<file path="src/rtl/serial_cmp_ctrl_pkg.sv">
// Shared constants for the bit-serial magnitude comparator: state encodings
// and the default operand width.
package serial_cmp_pkg;

  localparam int DEFAULT_WIDTH = 8;

  localparam logic [1:0] S_IDLE    = 2'd0;
  localparam logic [1:0] S_COMPARE = 2'd1;
  localparam logic [1:0] S_DONE    = 2'd2;

  typedef enum logic [1:0] {
    ST_IDLE    = S_IDLE,
    ST_COMPARE = S_COMPARE,
    ST_DONE    = S_DONE
  } state_t;

endpackage

</file>
<file path="src/rtl/serial_cmp_ctrl_bit_eq_slice.sv">
// One-bit equality slice: the only datapath element the serial comparator
// walks its operands through.
module bit_eq_slice (
  input  logic x,
  input  logic y,
  output logic z
);

  assign z = ~(x ^ y);

endmodule

</file>
<file path="src/rtl/serial_cmp_ctrl.sv">
// Bit-serial magnitude comparator sequencer: captures two operands, walks
// them MSB-first through one equality slice and stops at the first mismatch.
module serial_cmp_ctrl
  import serial_cmp_pkg::*;
#(
  parameter  int WIDTH = DEFAULT_WIDTH,
  localparam int IDXW  = $clog2(WIDTH)
) (
  input  logic             clk,
  input  logic             rst,
  input  logic             start,
  input  logic [WIDTH-1:0] a,
  input  logic [WIDTH-1:0] b,
  output logic             busy,
  output logic             done,
  output logic             eq,
  output logic             gt,
  output logic             lt,
  output logic [IDXW-1:0]  diff_idx
);

  state_t            state, state_n;
  logic [WIDTH-1:0]  sa, sa_n;
  logic [WIDTH-1:0]  sb, sb_n;
  logic [IDXW-1:0]   cnt, cnt_n;
  logic [IDXW-1:0]   idx_n;
  logic              busy_n, done_n, eq_n, gt_n, lt_n;
  logic              bit_eq;

  bit_eq_slice u_slice (
    .x (sa[WIDTH-1]),
    .y (sb[WIDTH-1]),
    .z (bit_eq)
  );

  always_ff @(posedge clk) begin
    if (rst) begin
      state    <= ST_IDLE;
      sa       <= '0;
      sb       <= '0;
      cnt      <= '0;
      busy     <= 1'b0;
      done     <= 1'b0;
      eq       <= 1'b0;
      gt       <= 1'b0;
      lt       <= 1'b0;
      diff_idx <= '0;
    end else begin
      state    <= state_n;
      sa       <= sa_n;
      sb       <= sb_n;
      cnt      <= cnt_n;
      busy     <= busy_n;
      done     <= done_n;
      eq       <= eq_n;
      gt       <= gt_n;
      lt       <= lt_n;
      diff_idx <= idx_n;
    end
  end

  // Results hold their last value outside COMPARE so they stay readable
  // after the single-cycle done pulse.
  always_comb begin
    state_n = state;
    sa_n    = sa;
    sb_n    = sb;
    cnt_n   = cnt;
    eq_n    = eq;
    gt_n    = gt;
    lt_n    = lt;
    idx_n   = diff_idx;
    done_n  = 1'b0;

    case (state)
      ST_IDLE: begin
        if (start) begin
          sa_n    = a;
          sb_n    = b;
          cnt_n   = IDXW'(WIDTH - 1);
          state_n = ST_COMPARE;
        end
      end

      ST_COMPARE: begin
        if (bit_eq) begin
          if (cnt != '0) begin
            sa_n  = {sa[WIDTH-2:0], 1'b0};
            sb_n  = {sb[WIDTH-2:0], 1'b0};
            cnt_n = cnt - IDXW'(1);
          end else begin
            eq_n    = 1'b1;
            gt_n    = 1'b0;
            lt_n    = 1'b0;
            idx_n   = '0;
            done_n  = 1'b1;
            state_n = ST_DONE;
          end
        end else begin
          // At a mismatch the operand holding the 1 is the larger one.
          eq_n    = 1'b0;
          gt_n    = sa[WIDTH-1];
          lt_n    = ~sa[WIDTH-1];
          idx_n   = cnt;
          done_n  = 1'b1;
          state_n = ST_DONE;
        end
      end

      ST_DONE: begin
        state_n = ST_IDLE;
      end

      default: begin
        state_n = ST_IDLE;
      end
    endcase

    busy_n = (state_n != ST_IDLE);
  end

endmodule
</file>
<file path="config.mk">
export PLATFORM = sky130hd
export DESIGN_NAME = serial_cmp_ctrl
export DESIGN_NICKNAME = d
export VERILOG_FILES = /design/src/rtl/serial_cmp_ctrl_pkg.sv /design/src/rtl/serial_cmp_ctrl_bit_eq_slice.sv /design/src/rtl/serial_cmp_ctrl.sv
export SDC_FILE = /design/constraint.sdc
export NUM_CORES = 1
export LEC_CHECK = 0
export CORE_MARGIN = 8
export CORE_UTILIZATION = 46
export DETAILED_ROUTE_END_ITERATION = 7
export GPL_TIMING_DRIVEN = 0
export PLACE_DENSITY = 0.8
export SKIP_LAST_GASP = 1
export SLEW_MARGIN = 20
export SYNTH_ARGS = -nofsm -noshare
export SYNTH_HDL_FRONTEND = slang
export SYNTH_SLANG_ARGS = --single-unit
</file>
<file path="constraint.sdc">
create_clock -name clk -period 1.5 [get_ports clk]
set_clock_uncertainty 0.1 [all_clocks]
set_input_delay 0.375 -clock clk [delete_from_list [all_inputs] [get_ports clk]]
set_output_delay 0.375 -clock clk [all_outputs]
set_load 0.05 [all_outputs]
</file>
==> results of run 1 <==
-- metal layers --
metal	up-vias	share of wire [%]
met5	-	0
met4	0	1.1
met3	6	5.6
met2	28	51
met1	585	43
li1	594	-
-- path summary, 6_finish.rpt --
kind                      end  slack, ns  cells after the start
setup / recovery        sa[7]      -0.11                      8
hold / removal    diff_idx[2]       0.39                      2
setup reg to reg        sa[7]      -0.11                      8
hold reg to reg   diff_idx[2]       0.39                      2
-- layout by cell type, fill, tap and decap left out, types with 3 or more instances in the layout --
master           instances
inv_1                    4
clkbuf_1                 5
buf_6                    5
o21ai_0                  3
a211oi_1                 3
a21oi_1                 19
a211oi_2                11
buf_2                   11
mux2i_1                 16
nand2_1                  4
buf_4                   12
clkdlybuf4s50_1         17
clkbuf_4                 5
dfxtp_1                 25
nor3_1                   4
inv_2                    3
dfxtp_2                  4
nor2_1                   9
-- kinds of logic (layout without fill, tap and decap cells) --
group	Yosys count	in the layout	synth area share (%)
DFF	29	29	40.7
muxes	16	16	11.2
and+or+nand+nor	25	25	10.7
buffers and inverters	16	65	7.11
adders and majority gates	4	4	3.51
AOI/OAI and AO/OA	48	48	26.7
-- stage by stage --
step / hold WS, ns / std cells / worst slack (ns)
finish: 0.386 / 220 / -0.109
CTS: 0.392 / 220 / -0.0964
global placement: 0.353 / 196 / -0.292
global route: 0.418 / 220 / -0.161
detailed placement: 0.380 / 196 / -0.308
floorplan: 0.353 / 138 / -0.00933
-- sequential cells by signal (all words and copies together), names as in the netlist --
| register | cells |
|---|---|
| sb | 8 |
| sa | 8 |
| cnt | 3 |
| done | 1 |
| eq | 1 |
| gt | 1 |
| busy | 1 |
| diff_idx | 3 |
| state | 2 |
| lt | 1 |
-- power groups by stage --
stage               registers, µW  clock network (µW)  logic [µW]
CTS                           933                 459         878
floorplan                     984                   0         516
global route                  947                 487         978
global placement              947                   0         701
finish                        936                 442         904
detailed placement            954                   0         726
-- what timing repair did --
| action | in CTS | in global routing |
|---|---|---|
| buffers inserted | 14 | 1 |
| cloned | 2 | 0 |
| pin swaps | 6 | 7 |
| gates resized for setup | 38 | 17 |
| endpoints found under the setup margin | 27 | 27 |
-- area by class of cell --
cell class / instances / area, µm² / area share, %
buffer: 8 / 55.1 / 2.84
inverter: 7 / 26.3 / 1.36
sequential: 29 / 586 / 30.2
timing repair buffer: 42 / 385 / 19.9
clock buffer: 8 / 48.8 / 2.52
multi-input combinational: 93 / 795 / 41.0
tap: 33 / 41.3 / 2.13
-- worst max-delay path, stage by stage (launching register included) --
cell	delay, ns
dfxtp_2	0.34
inv_2	0.04
ha_4	0.29
nand2_4	0.06
o21a_4	0.24
nor2_8	0.14
buf_12	0.12
buf_16	0.11
a211oi_2	0.05
==> flow_summary_export.csv, run 1 <==
group,metric,value,unit
die,core_area,0.00300,mm²
place,place.gp.congestion,0.819,
detailed_routing,vias,1213,
global_route,grt_max_degree,11,
critical_path,crit-reg2reg-launch,"sb[7]",
sta,tightestPinTransition,0.483,ns
global_route,antenna_found_initial,0,
critical_path,startpoint_type,"flip-flop",
clock_tree,cts_hold_buf,0,
critical_path,critical_path.max_fanout,5,
logic_synthesis,ys_top_cells_by_area,"dfxtp_1 (41%), mux2i_1 (11%), a211oi_2 (8.8%)",
die,die_h,71.7,µm
sta,finalSetupTns,-1.35,ns
power_and_ir_drop,seqPwrFrac,41.0,%
sta,min_period,1.61,ns
global_route,grt_usage,14.6,%
power_and_ir_drop,ir_worst_vdd,0.520,mV
power_and_ir_drop,power.leakage,0.000779,µW
logic_synthesis,async_flop_share,0,%
global_route,gr-usage-met2,25.2,%
power_and_ir_drop,cellPowerDensity,1180,mW/mm²
die,dieArea,0.00514,mm²
final_layout,nFillCells,252,
global_route,met1_usage,15.2,%
sta,drv_slew,0,
detailed_routing,drtIter0Drc,60,
power_and_ir_drop,p_int,1510,µW
logic_synthesis,synth_seq_cells,29,
detailed_routing,routed_wl,3490,µm
worst_hold_path,hp-class,"flip-flop to flip-flop",
logic_synthesis,syn_avg_cell_area,10.3,µm²
detailed_routing,ant_nets,0,
place,place_area,0.00175,mm²
clock_tree,clkLatencyLatePin,0.33,ns
sta,setup_violations,22,
logic_synthesis,synth.distinct_cells,32,
logic_synthesis,synth_largest_area_cell,"dfxtp_1",
logic_synthesis,yosysSeqAreaShare,40.7,%
run_status,status,"finished, violations left",
clock_tree,htree_levels,2,
logic_synthesis,synth_most_common_cell,"dfxtp_1",
critical_path,cp.arrival,1.72,ns
logic_synthesis,ys.flop_type,"dfxtp_1",
sta,period_share,107,%
detailed_routing,vias_per_cell,5.51,
run_status,violations,"negative setup slack",
sta,rsz0062_at_grt,"true",
global_route,grt_overflow_total,0,
power_and_ir_drop,p_sw,769,µW
detailed_routing,drtPass1Iterations,4,
flow_run,cap_violations,0,
final_layout,fin_nets,209,
critical_path,path_class,"flip-flop to flip-flop",
die,initial_utilization,47.5,%
final_layout,final_area,0.00194,mm²
die,row_count,20,
critical_path,end_kind,"flip-flop",
power_and_ir_drop,p_clk_share,19.4,%
detailed_routing,drc,0,
clock_tree,clk_path_buf_depth,2,
final_layout,drive_gt1_share,37.4,%
logic_synthesis,ys.warnings.count,0,
final_layout,diodes,0,
sta,relSlewSlack,67.8,%
logic_synthesis,synth_edf_count,0,
logic_synthesis,synthTopCellsByCount,"dfxtp_1 (29), a21oi_1 (20), mux2i_1 (16)",
clock_tree,cts_sinks,29,
sta,finalHoldViolCount,0,
logic_synthesis,synth_top_area_share,40.7,%
clock_tree,clock-root-buffer,"clkbuf_4",
power_and_ir_drop,swShare,33.7,%
critical_path,crit_required,1.61,ns
die,die_x,71.7,µm
power_and_ir_drop,finalPower,2280,µW
logic_synthesis,syn_nets,161,
clock_tree,cts_made_buffers,5,
logic_synthesis,syn_area,0.00143,mm²
global_route,top_usage_layer,"met2",
detailed_routing,wire_per_inst,15.9,µm
final_layout,finish.utilization,64.5,%
sta,max_clock_freq,622,MHz
critical_path,startpoint,"sb[7]",
clock_tree,cts_tree,"yes",
sta,fin_ws,-0.109,ns
final_layout,synthToLayoutAreaGrowth,35.9,%
power_and_ir_drop,comb_power_share,39.6,%
global_route,grt_util_met3,6.14,%
logic_synthesis,netlist_instances,138,
global_route,grt_pass1_wl,5980,µm
clock_tree,clk_pin_slew,0.09,ns
global_route,grt_pass1_vias,1309,
place,hpwl,2350,µm
place,io_buffers,25,
die,ios,27,
worst_hold_path,hold_start,"diff_idx[2]",
(Power assumes the default switching activity.)
==> run 2, diff against run 1 <==
ABC_CLOCK_PERIOD_IN_PS = 1500   (was not set)
CAP_MARGIN = 0   (was not set)
==> results of run 2 <==
Final layout, timing and power as in run 1 (identical DEF).
==> run 3, diff against run 2 <==
PLACE_DENSITY = 0.75   (was 0.8)
==> flow_summary_export.csv, run 3 (same netlist as run 1, synthesis figures left out) <==
group,metric,value,unit
sta,period_share,107,%
sta,setup_violations,20,
sta,fin_ws,-0.0979,ns
clock_tree,clkLatencyLatePin,0.33,ns
detailed_routing,routed_wl,3580,µm
power_and_ir_drop,p_sw,791,µW
global_route,grt_max_degree,11,
detailed_routing,drtPass1Iterations,4,
power_and_ir_drop,swShare,31.6,%
die,dieArea,0.00514,mm²
place,hpwl,2270,µm
global_route,grt_overflow_total,0,
power_and_ir_drop,cellPowerDensity,1270,mW/mm²
place,place.gp.congestion,0.811,
detailed_routing,drc,0,
run_status,status,"finished, violations left",
clock_tree,clock-root-buffer,"clkbuf_4",
final_layout,finish.utilization,65.5,%
power_and_ir_drop,finalPower,2500,µW
worst_hold_path,hp-class,"flip-flop to flip-flop",
die,die_x,71.7,µm
clock_tree,cts_made_buffers,5,
place,io_buffers,25,
final_layout,nFillCells,226,
critical_path,critical_path.max_fanout,4,
clock_tree,cts_tree,"yes",
final_layout,fin_nets,207,
sta,min_period,1.60,ns
critical_path,end_kind,"flip-flop",
global_route,antenna_found_initial,0,
final_layout,biggestRegsByFlops,"sa x8, sb x8",
clock_tree,clk_pin_slew,0.09,ns
clock_tree,clk_path_buf_depth,2,
sta,fin_hold_ws,0.364,ns
sta,finalHoldViolCount,0,
critical_path,path_class,"flip-flop to flip-flop",
die,row_count,20,
detailed_routing,vias_per_cell,5.44,
detailed_routing,ant_nets,0,
power_and_ir_drop,power.leakage,0.000793,µW
die,initial_utilization,47.5,%
global_route,grt_pass1_vias,1232,
die,ios,27,
final_layout,synthToLayoutAreaGrowth,37.9,%
global_route,grt_usage,14.1,%
detailed_routing,wire_per_inst,16.4,µm
critical_path,crit_required,1.65,ns
power_and_ir_drop,p_int,1710,µW
die,core_area,0.00300,mm²
detailed_routing,vias,1187,
power_and_ir_drop,p_clk_share,26.8,%
power_and_ir_drop,comb_power_share,35.9,%
run_status,violations,"negative setup slack",
flow_run,cap_violations,0,
sta,drv_slew,0,
final_layout,diodes,0,
clock_tree,cts_sinks,29,
critical_path,cp.arrival,1.74,ns
final_layout,final_common_cell,"dfxtp_1",
final_layout,drive_gt1_share,38.4,%
sta,rsz0062_at_grt,"true",
detailed_routing,drtIter0Drc,67,
die,die_h,71.7,µm
clock_tree,htree_levels,2,
final_layout,layout_common_cells,"dfxtp_1 (25), a21oi_1 (20), clkdlybuf4s50_1 (17)",
power_and_ir_drop,seqPwrFrac,37.3,%
critical_path,startpoint_type,"flip-flop",
power_and_ir_drop,ir_worst_vdd,0.759,mV
sta,relSlewSlack,62.0,%
sta,tightestPinTransition,0.570,ns
global_route,grt_pass1_wl,5710,µm
clock_tree,cts_hold_buf,0,
sta,max_clock_freq,626,MHz
-- run 3: area by class of cell --
cell class | instances | area (µm²) | area share (%)
tap | 33 | 41.3 | 2.10
sequential | 29 | 586 | 29.8
inverter | 7 | 28.8 | 1.46
clock buffer | 7 | 55.1 | 2.80
multi-input combinational | 93 | 800 | 40.7
buffer | 9 | 75.1 | 3.82
timing repair buffer | 39 | 350 | 17.8
clock inverter | 1 | 30.0 | 1.53
-- run 3: routing by layer --
metal  up-vias  track usage [%]  share of wire, %
li1        590                -                 -
met1       557             14.8                42
met2        34             24.0                52
met3         6             5.58               4.9
met4         0             6.58               1.5
met5         -                0                 0
-- run 3: worst paths after layout --
path / start / end / slack [ns] / cells after the start
worst min register to register: diff_idx[2] / diff_idx[2] / 0.36 / 2
worst min-delay path: diff_idx[2] / diff_idx[2] / 0.36 / 2
worst max register to register: sb[7] / sb[1] / -0.1 / 7
worst max-delay path: sb[7] / sb[1] / -0.1 / 7
-- run 3: what timing repair did --
action                                  4_1_cts  5_1_grt
endpoints found under the setup margin       27       26
buffers inserted                              8        4
pin swaps                                     5        7
gates resized for setup                      40       17
cloned                                        1        1
-- run 3: critical path, stage by stage (launching register included) --
cell and delay [ns]:
dfxtp_2 0.34, inv_2 0.04, ha_4 0.29, nand2_4 0.07
o21ai_4 0.23, buf_4 0.17, a21oi_1 0.08, a211oi_2 0.20
-- run 3: through the flow --
| step | instances | area, µm² | TNS, ns | setup WS [ns] |
|---|---|---|---|---|
| floorplan | 138 | 1460 | -0.0653 | -0.00933 |
| global placement | 196 | 1750 | -5.08 | -0.300 |
| detailed placement | 196 | 1750 | -5.49 | -0.307 |
| CTS | 213 | 1900 | -0.884 | -0.0759 |
| global route | 218 | 1970 | -2.51 | -0.171 |
| finish | 218 | 1970 | -1.11 | -0.0979 |
-- run 3: power groups by stage --
stage / combinational [µW] / clock (µW) / sequential [µW]
final: 899 / 671 / 934
after global routing: 966 / 717 / 946
after floorplan: 516 / 0 / 984
after CTS: 817 / 691 / 931
after global placement: 705 / 0 / 947
after detailed placement: 725 / 0 / 951
